File: config.mk
export PLATFORM = sky130hd
export DESIGN_NAME = msf_input_conditioner
export DESIGN_NICKNAME = d
export VERILOG_FILES = /design/src/rtl/msf_pkg.sv /design/src/rtl/sync_2ff.sv /design/src/rtl/msf_input_conditioner.sv
export SDC_FILE = /design/constraint.sdc
export NUM_CORES = 1
export LEC_CHECK = 0
export BUFFER_PORTS_ARGS = -buffer_cell sky130_fd_sc_hd__buf_2
export CORE_MARGIN = 2
export CORE_UTILIZATION = 60
export DETAILED_ROUTE_END_ITERATION = 7
export GPL_TIMING_DRIVEN = 0
export HOLD_SLACK_MARGIN = 0.02
export PLACE_DENSITY = 0.79
export SKIP_CTS_REPAIR_TIMING = 1
export SLEW_MARGIN = 30
export SYNTH_ARGS = -nofsm -noshare
export SYNTH_HDL_FRONTEND = slang
export SYNTH_SLANG_ARGS = --single-unit
File: constraint.sdc
create_clock -name clk_i -period 5 [get_ports clk_i]
set_input_delay 1.25 -clock clk_i [delete_from_list [all_inputs] [get_ports clk_i]]
set_output_delay 1.25 -clock clk_i [all_outputs]
set_load 0.005 [all_outputs]
File: src/rtl/msf_pkg.sv
// MSF input conditioner shared definitions.
// Clock/filter defaults and the lock state type.
package msf_pkg;

  localparam int unsigned CLK_FREQ_DEF   = 12500;
  localparam int unsigned FILTER_LEN_DEF = 16;

  typedef enum logic {
    LOST = 1'b0,
    OK   = 1'b1
  } msf_state_e;

endpackage

File: src/rtl/sync_2ff.sv
// Two-flop synchroniser for one asynchronous bit,
// synchronous active-low reset to 0.
module sync_2ff (
  input  logic clk_i,
  input  logic rst_ni,
  input  logic d_i,
  output logic q_o
);

  logic s1_q, s2_q;

  always_ff @(posedge clk_i) begin
    if (!rst_ni) begin
      s1_q <= 1'b0;
      s2_q <= 1'b0;
    end else begin
      s1_q <= d_i;
      s2_q <= s1_q;
    end
  end

  assign q_o = s2_q;

endmodule

File: src/rtl/msf_input_conditioner.sv
// MSF carrier conditioner: sync, glitch integrator with
// hysteresis, edge pulses and a lock/loss monitor.
module msf_input_conditioner
  import msf_pkg::*;
#(
  parameter int unsigned CLK_FREQ       = CLK_FREQ_DEF,
  parameter int unsigned FILTER_LEN     = FILTER_LEN_DEF,
  parameter int unsigned LOSS_TIMEOUT_S = 3,
  parameter int unsigned LOCK_EDGES     = 4
) (
  input  logic       clk_i,
  input  logic       rst_ni,
  input  logic       data_i,
  input  logic       invert_i,
  output logic       data_o,
  output logic       rise_o,
  output logic       fall_o,
  output logic       signal_ok_o,
  output logic [7:0] glitch_cnt_o
);

  localparam int unsigned TIMEOUT = LOSS_TIMEOUT_S * CLK_FREQ;
  localparam int unsigned CW = $clog2(FILTER_LEN + 1);
  localparam int unsigned TW = $clog2(TIMEOUT + 1);
  localparam int unsigned EW = $clog2(LOCK_EDGES + 1);

  localparam logic [CW-1:0] FULL = CW'(FILTER_LEN);
  localparam logic [TW-1:0] TMAX = TW'(TIMEOUT);
  localparam logic [EW-1:0] LAST = EW'(LOCK_EDGES - 1);

  logic          sync_w, s_w;
  logic [CW-1:0] cnt_q, cnt_d, home_w;
  logic          data_q, data_d;
  logic          rise_q, rise_d;
  logic          fall_q, fall_d;
  logic [7:0]    glitch_q, glitch_d;
  logic [TW-1:0] to_q, to_d;
  logic [EW-1:0] ec_q, ec_d;
  logic          edge_w, hit_w;
  msf_state_e    state_q, state_d;

  sync_2ff u_sync (
    .clk_i (clk_i),
    .rst_ni(rst_ni),
    .d_i   (data_i),
    .q_o   (sync_w)
  );

  assign s_w    = sync_w ^ invert_i;
  assign home_w = data_q ? FULL : '0;

  always_comb begin
    cnt_d    = cnt_q;
    data_d   = data_q;
    glitch_d = glitch_q;
    to_d     = to_q;
    if (s_w && cnt_q != FULL) begin
      cnt_d = cnt_q + CW'(1);
    end else if (!s_w && cnt_q != '0) begin
      cnt_d = cnt_q - CW'(1);
    end
    if (cnt_d == FULL) begin
      data_d = 1'b1;
    end else if (cnt_d == '0) begin
      data_d = 1'b0;
    end
    rise_d = data_d & ~data_q;
    fall_d = ~data_d & data_q;
    edge_w = rise_d | fall_d;
    // An excursion that falls back to the held level is a glitch
    if (cnt_q != '0 && cnt_q != FULL &&
        cnt_d == home_w && glitch_q != 8'hFF) begin
      glitch_d = glitch_q + 8'd1;
    end
    if (edge_w) begin
      to_d = '0;
    end else if (to_q != TMAX) begin
      to_d = to_q + TW'(1);
    end
    hit_w = (to_d == TMAX);
  end

  always_comb begin
    state_d = state_q;
    ec_d    = ec_q;
    unique case (state_q)
      LOST: begin
        if (edge_w) begin
          if (ec_q == LAST) begin
            state_d = OK;
            ec_d    = '0;
          end else begin
            ec_d = ec_q + EW'(1);
          end
        end else if (hit_w) begin
          ec_d = '0;
        end
      end
      OK: begin
        if (!edge_w && hit_w) begin
          state_d = LOST;
          ec_d    = '0;
        end
      end
    endcase
  end

  always_ff @(posedge clk_i) begin
    if (!rst_ni) begin
      cnt_q    <= '0;
      data_q   <= 1'b0;
      rise_q   <= 1'b0;
      fall_q   <= 1'b0;
      glitch_q <= '0;
      to_q     <= '0;
      ec_q     <= '0;
      state_q  <= LOST;
    end else begin
      cnt_q    <= cnt_d;
      data_q   <= data_d;
      rise_q   <= rise_d;
      fall_q   <= fall_d;
      glitch_q <= glitch_d;
      to_q     <= to_d;
      ec_q     <= ec_d;
      state_q  <= state_d;
    end
  end

  assign data_o       = data_q;
  assign rise_o       = rise_q;
  assign fall_o       = fall_q;
  assign signal_ok_o  = (state_q == OK);
  assign glitch_cnt_o = glitch_q;

endmodule
==> impl_metrics.yaml <==
pwr:
  power.switching_w: 0.000313
  ir_worst_vdd_mv: 0.193
  internal_power_w: 0.000590
  swShare_pct: 34.7
  p_total_w: 0.000903
  powerDensity_nw_per_um2: 369
  leakagePower_nw: 0.942
  pwr-share-clk_pct: 29.2
  combPwrFrac_pct: 33.5
  seqPwrFrac_pct: 37.2
route:
  drt_pass1_iterations: 4
  dr.first_iter.drc_count: 98
  drcViolationCount: 0
  drtAntennaViolNets: 0
  totalWireLength_mm: 4.48
  avgViaCountPerCell: 5.82
  vias: 1962
  wl_per_cell_um: 13.3
timing:
  fmax_mhz: 229
  fin_skew_ns: 0.00841
  hold_viol: 0
  drv_slew: 0
  fin_crit_ns: 4.36
  worst_slack_ns: 0.641
  fin_crit_sh_pct: 87.2
  rsz0062_at_grt: "false"
  setup-tns-final_ns: 0
  worst_slew_pin_slew_ns: 0.507
  setup_viol: 0
  relSlewSlack_pct: 66.2
place:
  place_area_um2: 2340
  globalplace.congestion: 0.846
  port_buffers: 14
  preCtsSetupSlack_ns: 0.324
  hpwlAfterDp_mm: 3.17
critical_path:
  start_kind: "input port"
  cp-end-kind: "register"
  critPathMaxFanout: 10
  required_ns: 5.17
  critPathArrivalTime_ns: 4.53
  path_class: "in2reg"
synthesis:
  synth.most_common_cell: "dfxtp_1"
  yosys_warnings: 0
  yosys.cell_types.count: 51
  ys_seq_elements: 38
  synth.cell_area_um2: 2210
  synth_top_area_cell: "dfxtp_1"
  postSynthCellCount: 267
  synth.area.top_cells: "dfxtp_1 (34%), nor2_1 (5.4%), ha_1 (4.5%), xor2_1 (3.6%), nand3_1 (3.4%)"
  synth_area_per_cell_um2: 8.28
  synth_edf_count: 0
  ys.flop_type: "dfxtp_1"
  yosysSeqAreaShare_pct: 34.4
  synth_top_area_share_pct: 34.4
  async_flop_share_pct: 0
  synth_nets: 279
  synth.top_cells.by_count: "dfxtp_1 (38), nor2_1 (32), nand2_1 (17)"
die:
  die_w_um: 64.7
  start_util_pct: 61.3
  fp.dieH_um: 64.7
  rows: 22
  coreArea_um2: 3610
  io_pins: 16
  dieArea_um2: 4180
cells_and_area:
  fin_nets: 300
  syn_to_final_growth_pct: 10.9
  regArea_um2: 761
  final_area_um2: 2450
  drive_gt1_share_pct: 12.5
  fillers: 312
  multi_input_comb_area_um2: 1310
  final_core_util_pct: 67.9
  diodes: 0
clocking:
  cts_sinks: 38
  cts-htree-levels: 2
  path_clk_slew_ns: 0.08
  cts_max_path_buffers: 2
  insertion_delay_ns: 0.30
  root_buffer: "clkbuf_8"
  cts-buffers-inserted: 5
  tritoncts: "built"
global_routing:
  grt_max_degree: 13
  antenna_found_initial: 0
  globalRouteTotalUtil_pct: 23.8
  grt_pass1_vias: 1751
  grt_first_pass_wirelength_mm: 7.71
  overflow: 0
min_path:
  hp-class: "reg2reg"
flow_run:
  maxCapViolations: 0
status:
  status: "complete, no violations"
==> worst paths after layout <==
check,end,start,depth (start not counted),slack [ns]
hold / removal,u_sync.q_o,u_sync.s1_q,1,0.43
setup / recovery,signal_ok_o,invert_i,16,0.64
hold reg to reg,u_sync.q_o,u_sync.s1_q,1,0.43
setup reg to reg,signal_ok_o,cnt_q[0],19,0.80
==> through the flow <==
stage               cells  hold WS [ns]
floorplan             267         0.411
global placement      329         0.414
detailed placement    329         0.427
CTS                   337         0.442
global route          337         0.467
finish                337         0.433
==> worst max-delay path: stages <==
cell and delay [ns]:
buf_2 0.14, xor2_4 0.34, mux2i_1 0.32, a211oi_1 0.09, a21oi_2 0.17, nand3_1 0.14, mux2i_1 0.27, inv_1 0.07
ha_1 0.27, clkbuf_1 0.30, o211ai_1 0.16, nor4_1 0.22, o221ai_1 0.18, nor4_1 0.19, and4_1 0.31, o22ai_1 0.11
==> power groups by stage <==
stage                     registers [W]  logic, W  clock network (W)
after CTS                      0.000336  0.000302           0.000269
after global routing           0.000339  0.000339           0.000285
final                          0.000336  0.000303           0.000264
after floorplan                0.000340  0.000247                  0
after detailed placement       0.000344  0.000301                  0
after global placement         0.000343  0.000296                  0
==> cell type report <==
type                    instances  area share (%)
clock inverters                 2            1.53
repair buffers                 14            2.86
well taps                      48            2.45
inverters                      16            2.45
clock buffers                   6            2.96
multi-input cells             200            53.6
plain buffers                  13            3.12
flip-flops and latches         38            31.1
==> kinds of logic after synthesis <==
| logic type | Yosys count | synth area share, % |
|---|---|---|
| buffers and inverters | 29 | 6.17 |
| and+or+nand+nor | 117 | 28.8 |
| adders and majority gates | 8 | 4.53 |
| DFF | 38 | 34.4 |
| xor gates and xnor gates | 17 | 7.59 |
| muxes | 4 | 2.04 |
| AOI/OAI and AO/OA | 54 | 16.5 |
==> cell usage in the layout (no fill, tap or decap), types with 5 or more instances in the layout <==
cell,Yosys,layout
clkbuf_1,8,9
o22ai_1,5,5
buf_2,2,16
and2_1,5,5
inv_1,16,16
xor2_1,9,9
and3_1,5,5
clkbuf_8,1,6
dfxtp_1,38,38
ha_1,8,8
nand3_1,15,15
nand4_1,6,6
nand2_1,17,17
a21oi_1,12,12
o21ai_0,10,10
nor3_1,9,9
nor2_1,32,32
xnor2_1,7,7
or3_1,5,5
==> layer usage <==
| layer | GRT usage (%) | part of all wire (%) | wire (um) | vias to the layer above |
|---|---|---|---|---|
| met5 | 0 | 0 | 0 | - |
| met4 | 10.9 | 1.5 | 68 | 0 |
| met3 | 6.60 | 5.3 | 237 | 5 |
| met2 | 38.8 | 47 | 2120 | 52 |
| met1 | 29.1 | 46 | 2050 | 908 |
| li1 | - | - | - | 997 |
==> registers in the layout, summed over array words and instances, names as in the netlist <==
signal        count
glitch_cnt_o      8
fall_o            1
ec_q              3
to_q             16
cnt_q             5
u_sync.s1_q       1
data_o            1
u_sync.q_o        1
rise_o            1
signal_ok_o       1
Note: power is estimated with default switching activity, not from simulation.
